[config.mk]
export PLATFORM = sky130hd
export DESIGN_NAME = fox_packet_assembler
export DESIGN_NICKNAME = d
export VERILOG_FILES = /design/src/rtl/fox_packet_assembler.sv
export SDC_FILE = /design/constraint.sdc
export NUM_CORES = 1
export LEC_CHECK = 0
export BUFFER_PORTS_ARGS = -buffer_cell sky130_fd_sc_hd__buf_2
export CAP_MARGIN = 25
export CORE_UTILIZATION = 40
export DETAILED_ROUTE_END_ITERATION = 10
export MAX_ROUTING_LAYER = met4
export PLACE_DENSITY = 0.67
export SETUP_SLACK_MARGIN = 0.2
export SYNTH_ARGS = -nofsm -noshare
export SYNTH_HDL_FRONTEND = slang
export SYNTH_SLANG_ARGS = --single-unit
[constraint.sdc]
create_clock -name clk -period 3.7 [get_ports clk]
set_clock_uncertainty 0.05 [all_clocks]
set_input_delay 0.74 -clock clk [delete_from_list [all_inputs] [get_ports clk]]
set_output_delay 0.74 -clock clk [all_outputs]
set_load 0.01 [all_outputs]
[src/rtl/fox_packet_assembler.sv]
// Packet assembler between the processor's MMIO field registers and a Hoplite
// router injection port: captures fields, commits packets into a FIFO, counts outcomes.
module fox_packet_assembler #(
  parameter int COORD_BITS           = 1,
  parameter int MULTICAST_GROUP_BITS = 1,
  parameter int MATRIX_TYPE_BITS     = 1,
  parameter int MATRIX_COORD_BITS    = 8,
  parameter int MATRIX_ELEMENT_BITS  = 32,
  parameter int FIFO_DEPTH           = 2,
  parameter int COUNT_BITS           = 16,
  parameter int PACKET_BITS          = 2*COORD_BITS + MULTICAST_GROUP_BITS + 2 +
                                       MATRIX_TYPE_BITS + 2*MATRIX_COORD_BITS +
                                       MATRIX_ELEMENT_BITS
) (
  input  logic                            clk,
  input  logic                            reset_n,
  input  logic [COORD_BITS-1:0]           x_coord_in,
  input  logic                            x_coord_in_valid,
  input  logic [COORD_BITS-1:0]           y_coord_in,
  input  logic                            y_coord_in_valid,
  input  logic [MULTICAST_GROUP_BITS-1:0] multicast_group_in,
  input  logic                            multicast_group_in_valid,
  input  logic                            done_flag_in,
  input  logic                            done_flag_in_valid,
  input  logic                            result_flag_in,
  input  logic                            result_flag_in_valid,
  input  logic [MATRIX_TYPE_BITS-1:0]     matrix_type_in,
  input  logic                            matrix_type_in_valid,
  input  logic [MATRIX_COORD_BITS-1:0]    matrix_x_coord_in,
  input  logic                            matrix_x_coord_in_valid,
  input  logic [MATRIX_COORD_BITS-1:0]    matrix_y_coord_in,
  input  logic                            matrix_y_coord_in_valid,
  input  logic [MATRIX_ELEMENT_BITS-1:0]  matrix_element_in,
  input  logic                            matrix_element_in_valid,
  input  logic                            packet_complete_in,
  output logic                            message_out_ready,
  output logic [PACKET_BITS-1:0]          pkt_out_data,
  output logic                            pkt_out_valid,
  input  logic                            pkt_out_ready,
  output logic [COUNT_BITS-1:0]           sent_count,
  output logic [COUNT_BITS-1:0]           malformed_count,
  output logic [COUNT_BITS-1:0]           dropped_count,
  output logic                            error
);

  localparam int PTR_BITS = (FIFO_DEPTH > 1) ? $clog2(FIFO_DEPTH) : 1;
  localparam int CNT_W    = PTR_BITS + 1;
  localparam logic [CNT_W-1:0]      DEPTH_C = CNT_W'(FIFO_DEPTH);
  localparam logic [CNT_W-1:0]      CNT_ONE = CNT_W'(1);
  localparam logic [PTR_BITS-1:0]   PTR_ONE = PTR_BITS'(1);
  localparam logic [COUNT_BITS-1:0] STAT_ONE = COUNT_BITS'(1);

  typedef enum logic [0:0] {
    S_COLLECT = 1'b0,
    S_ARMED   = 1'b1
  } state_t;

  state_t r_state;
  state_t w_state_next;

  logic [COORD_BITS-1:0]           r_x;
  logic [COORD_BITS-1:0]           r_y;
  logic [MULTICAST_GROUP_BITS-1:0] r_mcast;
  logic                            r_done;
  logic                            r_result;
  logic [MATRIX_TYPE_BITS-1:0]     r_type;
  logic [MATRIX_COORD_BITS-1:0]    r_mx;
  logic [MATRIX_COORD_BITS-1:0]    r_my;
  logic [MATRIX_ELEMENT_BITS-1:0]  r_elem;

  logic [PACKET_BITS-1:0] r_mem [FIFO_DEPTH];
  logic [PTR_BITS-1:0]    r_wr_ptr;
  logic [PTR_BITS-1:0]    r_rd_ptr;
  logic [CNT_W-1:0]       r_count;
  logic [CNT_W-1:0]       w_count_next;
  logic                   r_valid;
  logic                   r_ready;

  logic [COUNT_BITS-1:0] r_sent;
  logic [COUNT_BITS-1:0] r_malformed;
  logic [COUNT_BITS-1:0] r_dropped;
  logic                  r_error;

  logic [PACKET_BITS-1:0] w_pkt;
  logic                   w_full;
  logic                   w_pop;
  logic                   w_push;
  logic                   w_malformed;
  logic                   w_dropped;

  // Snapshot uses the registered fields, so same-cycle writes land on the next packet.
  assign w_pkt  = {r_x, r_y, r_mcast, r_done, r_result, r_type, r_mx, r_my, r_elem};
  assign w_full = (r_count == DEPTH_C);
  assign w_pop  = r_valid & pkt_out_ready;

  // Field registers: each loads on its own strobe and is otherwise sticky.
  always_ff @(posedge clk or negedge reset_n) begin
    if (!reset_n) begin
      r_x      <= '0;
      r_y      <= '0;
      r_mcast  <= '0;
      r_done   <= 1'b0;
      r_result <= 1'b0;
      r_type   <= '0;
      r_mx     <= '0;
      r_my     <= '0;
      r_elem   <= '0;
    end else begin
      if (x_coord_in_valid)         r_x      <= x_coord_in;
      if (y_coord_in_valid)         r_y      <= y_coord_in;
      if (multicast_group_in_valid) r_mcast  <= multicast_group_in;
      if (done_flag_in_valid)       r_done   <= done_flag_in;
      if (result_flag_in_valid)     r_result <= result_flag_in;
      if (matrix_type_in_valid)     r_type   <= matrix_type_in;
      if (matrix_x_coord_in_valid)  r_mx     <= matrix_x_coord_in;
      if (matrix_y_coord_in_valid)  r_my     <= matrix_y_coord_in;
      if (matrix_element_in_valid)  r_elem   <= matrix_element_in;
    end
  end

  // Collection state register.
  always_ff @(posedge clk or negedge reset_n) begin
    if (!reset_n) begin
      r_state <= S_COLLECT;
    end else begin
      r_state <= w_state_next;
    end
  end

  // Commit decode and next state; an element strobe always arms the following packet.
  always_comb begin
    w_state_next = r_state;
    w_push       = 1'b0;
    w_malformed  = 1'b0;
    w_dropped    = 1'b0;
    case (r_state)
      S_COLLECT: begin
        if (packet_complete_in) begin
          w_malformed = 1'b1;
        end else begin
          w_malformed = 1'b0;
        end
      end
      S_ARMED: begin
        if (packet_complete_in) begin
          if (w_full && !w_pop) begin
            w_dropped = 1'b1;
          end else begin
            w_push = 1'b1;
          end
        end else begin
          w_push = 1'b0;
        end
      end
      default: begin
        w_state_next = S_COLLECT;
      end
    endcase
    if (matrix_element_in_valid) begin
      w_state_next = S_ARMED;
    end else if (packet_complete_in) begin
      w_state_next = S_COLLECT;
    end else begin
      w_state_next = w_state_next;
    end
  end

  // Next occupancy from the push/pop pair.
  always_comb begin
    w_count_next = r_count;
    case ({w_push, w_pop})
      2'b10:   w_count_next = r_count + CNT_ONE;
      2'b01:   w_count_next = r_count - CNT_ONE;
      default: w_count_next = r_count;
    endcase
  end

  // Packet FIFO storage, pointers and registered status flags.
  always_ff @(posedge clk or negedge reset_n) begin
    if (!reset_n) begin
      for (int i = 0; i < FIFO_DEPTH; i++) begin
        r_mem[i] <= '0;
      end
      r_wr_ptr <= '0;
      r_rd_ptr <= '0;
      r_count  <= '0;
      r_valid  <= 1'b0;
      r_ready  <= 1'b1;
    end else begin
      if (w_push) begin
        r_mem[r_wr_ptr] <= w_pkt;
        r_wr_ptr        <= r_wr_ptr + PTR_ONE;
      end
      if (w_pop) begin
        r_rd_ptr <= r_rd_ptr + PTR_ONE;
      end
      r_count <= w_count_next;
      r_valid <= (w_count_next != '0);
      r_ready <= (w_count_next < DEPTH_C);
    end
  end

  // Saturating statistics and the sticky error flag.
  always_ff @(posedge clk or negedge reset_n) begin
    if (!reset_n) begin
      r_sent      <= '0;
      r_malformed <= '0;
      r_dropped   <= '0;
      r_error     <= 1'b0;
    end else begin
      if (w_pop && (r_sent != '1)) begin
        r_sent <= r_sent + STAT_ONE;
      end
      if (w_malformed && (r_malformed != '1)) begin
        r_malformed <= r_malformed + STAT_ONE;
      end
      if (w_dropped && (r_dropped != '1)) begin
        r_dropped <= r_dropped + STAT_ONE;
      end
      if (w_malformed || w_dropped) begin
        r_error <= 1'b1;
      end
    end
  end

  assign message_out_ready = r_ready;
  assign pkt_out_valid     = r_valid;
  assign pkt_out_data      = r_mem[r_rd_ptr];
  assign sent_count        = r_sent;
  assign malformed_count   = r_malformed;
  assign dropped_count     = r_dropped;
  assign error             = r_error;

endmodule
==> summary.txt <==
Placement
  – RePlAce Congestion: between 0.8 and 0.9
  – Place WS: ~1.1 ns
  – Placed insts: 1118
  – DPL Wire Length: roughly 12 mm
  – Placed cell area: 10580 µm²
  – Buffers on Ports: 171

Finish
  – Fillcell total: a little over 2000
  – Diodes inserted: 0
  – Syn-to-layout area delta: 22.40%
  – Post-route insts no fill: between 1000 and 1500
  – Final instance area: 11430 µm²
  – Share of layout cells above drive strength 1: 0.5371
  – Most frequent cells in the layout: 219 x mux2_2, 216 x dfrtp_1, 170 x buf_2, 35 x xor2_1, 25 x clkbuf_16
  – Most common cell after layout, fill and taps aside: mux2_2
  – Final nets: 902

Floorplanning
  – Die Wd: 154.8 µm
  – Io pins: around 170
  – Rows: 55
  – Die H: 154.8 µm
  – Core area: 22780 µm²
  – DIE AREA: 23970 µm²
  – Starting density of the core: 0.4101

Clocking
  – Max Root-Sink Buffers: 3
  – Clock Pin Slew Worst Setup and Hold Paths: 0.06 ns
  – Number of buffers added for setup after CTS: 0
  – CTS tree: yes
  – Root buffer cell: clkbuf_16
  – Num CTS Buffers: 24
  – H-tree Lvls: 1
  – Post-CTS Resized: 0
  – Post-CTS Hold Buffers: 0
  – Sink Count: 218
  – Clock latency on the worst-skew pair: 0.52 ns

Global routing
  – Remaining Overflow, GRT: 0
  – Antenna violations before repair: 0
  – GRT Total Usage: 0.1648
  – First-pass GRT wire length: a little over 30 mm
  – Largest net degree at the start of global routing: 72
  – Vias in the first global route: 5862

STA
  – Final Setup Violations: 0
  – Final hold vios: 0
  – Setup ws final: 1.054 ns
  – Slew @ Worst Pin: 0.8591 ns
  – RSZ-0062 raised after global routing: false
  – Final worst path period share: 0.7151
  – Max_slew headroom: 0.4273
  – Setup tns final: 0 ns
  – Max Freq: 377.9 MHz
  – Post-layout minimum cycle time: around 2.6 ns
  – Pins Over Slew Limit: 0

Synth
  – Synth Area in XOR/XNOR: 0.04219
  – Synth Area in Compound Gates: 0.002411
  – Synth Register Bits: 218
  – Yosys cell types: 37
  – Share of the synthesized area in the top cell type: 0.5813
  – Synth Cell Area: about 9300 µm²
  – Synth warn: 0
  – Register area share after synthesis: 0.5841
  – Largest family of logic cells by synthesized area: multiplexers
  – Synth area leaders: dfrtp_1 58%, mux2_2 26%, xor2_1 3.3%
  – Mux cell area share after synthesis: 0.2687
  – Leading area contributor after synthesis: dfrtp_1
  – Syn nets: 723
  – Adder-Cell Fraction of Synth Area: 0.005358
  – Post-Syn Instances: 652
  – Synth Area in Simple Gates: 0.08010
  – Mean post-synth cell area: 14.33 µm²

Hold path
  – HP Class: primary input to async pin

Worst setup path
  – Crit-path slowest cell: mux2_2
  – WS Path Type: flop to output port
  – R2R Setup Slk: between 1.5 and 2 ns
  – Buf/Inv on CP: 2
  – Delay-heaviest family, CP: buffers and inverters
  – Worst setup SP type: flop
  – Critical Path AT: 1.86 ns
  – RR Endpoint: dropped_count[1]$_DFFE_PN0P_
  – Largest stage delay on the critical path: between 0.4 and 0.5 ns
  – Crit Path Max Fanout: 31
  – Worst setup EP type: output port
  – Worst R2R Path Depth: 4
  – CP required: between 2 and 3 ns
  – CP cell instances: buf_4, mux2_2, buf_2
  – Worst R2R Start: pkt_out_valid$_DFF_PN0_

Routing
  – Residual DRC: 0
  – Routed WL: ~19 mm
  – Iteration-0 DRC Markers: about 170
  – Wire per inst: about 16 µm
  – Routed Antenna Nets: 0
  – DR vias/cell: 4.889
  – Vias: 5681
  – TritonRoute pass-1 iters: 4

Pwr
  – P per Cell Area: 789.1 nW/µm²
  – Static Leakage: 5.295 nW
  – Final Power: ~0.009 W
  – Max VDD drop: between 0.4 and 0.5 mV

Status
  – Status: finished clean

Job
  – MaxCap Viol Count: 0
[cell usage after synthesis, drive strengths merged]
master,instances
ha,4
nand3b,1
nor2,17
or3,2
a21oi,3
and4,2
xnor2,10
nor4b,4
dfstp,1
nor2b,2
a21o,1
or4,1
nand4,13
inv,10
clkbuf,12
nand3,12
mux2i,1
nor3b,4
dfrtp,217
buf,13
mux2,222
nor4,15
nand2,21
nor3,19
nand2b,3
xor2,35
or2,6
and4bb,1
[metal layers]
layer / wire length (µm) / global-route usage / share of wire
met5: 0 / - / 0
met4: 402 / 0.04290 / 0.022
met3: 944 / 0.03446 / 0.051
met2: 8863 / 0.2620 / 0.47
met1: 8454 / 0.2148 / 0.45
[final cells by class]
| type | count | area [µm²] | share of cell area |
|---|---|---|---|
| clock buffer | 34 | 719.4 | 0.06292 |
| clock inverter | 10 | 131.4 | 0.01149 |
| inverter | 10 | 37.54 | 0.003283 |
| multi-input combinational | 399 | 3727 | 0.3260 |
| sequential | 218 | 5458 | 0.4773 |
| tap | 313 | 391.6 | 0.03425 |
| timing repair buffer | 178 | 968.4 | 0.08470 |
[cells by family (layout without fill, tap and decap cells)]
logic type	Yosys count	in the layout
AOI/OAI and AO/OA	4	4
xor gates and xnor gates	45	45
adders and majority gates	4	4
buffers and inverters	35	232
DFF	218	218
muxes	223	223
and+or+nand+nor	123	123
[worst reg2reg max path, cell delays in order, from the launching register on]
cell and delay (ns):
dfrtp_1 0.40, nand2_1 0.27, nand4_1 0.56, nor2_1 0.37
mux2_2 0.37
[power breakdown]
part	internal (W)	leakage [nW]	switching [W]
Combinational	0.00157	2.26	0.00128
Sequential	0.00318	2.61	0.000462
Clock	0.00156	0.421	0.000966
Total	0.00631	5.29	0.00271
[sequential cells by signal, indices dropped and copies added (netlist names), 2 cells and up]
signal	cells
dropped_count	16
malformed_count	16
r_count	2
r_elem	32
r_mem	108
r_mx	8
r_my	8
sent_count	16
[per-stage QoR]
step                      utilization  hold WS [ns]
after global routing           0.5020        0.1615
after detailed placement       0.4646        0.4263
after CTS                      0.5020        0.1367
after global placement         0.4646        0.4137
final                          0.5020        0.1312
after floorplan                     -        0.3906
[worst max path at each step]
stage	from	end	slack (ns)	cells past startpoint
4_1_cts	r_rd_ptr$_DFFE_PN0P_	pkt_out_data[27]	1.01	3
6_report	r_rd_ptr$_DFFE_PN0P_	pkt_out_data[27]	1.05	3
3_3_place_gp	pkt_out_ready	r_mem[52]$_DFFE_PN0P_	1.16	6
5_1_grt	r_rd_ptr$_DFFE_PN0P_	pkt_out_data[27]	0.97	3
3_5_place_dp	pkt_out_ready	dropped_count[1]$_DFFE_PN0P_	1.12	5
2_1_floorplan	r_rd_ptr$_DFFE_PN0P_	pkt_out_data[44]	1.54	3
Power figures use the tool's default switching activity.
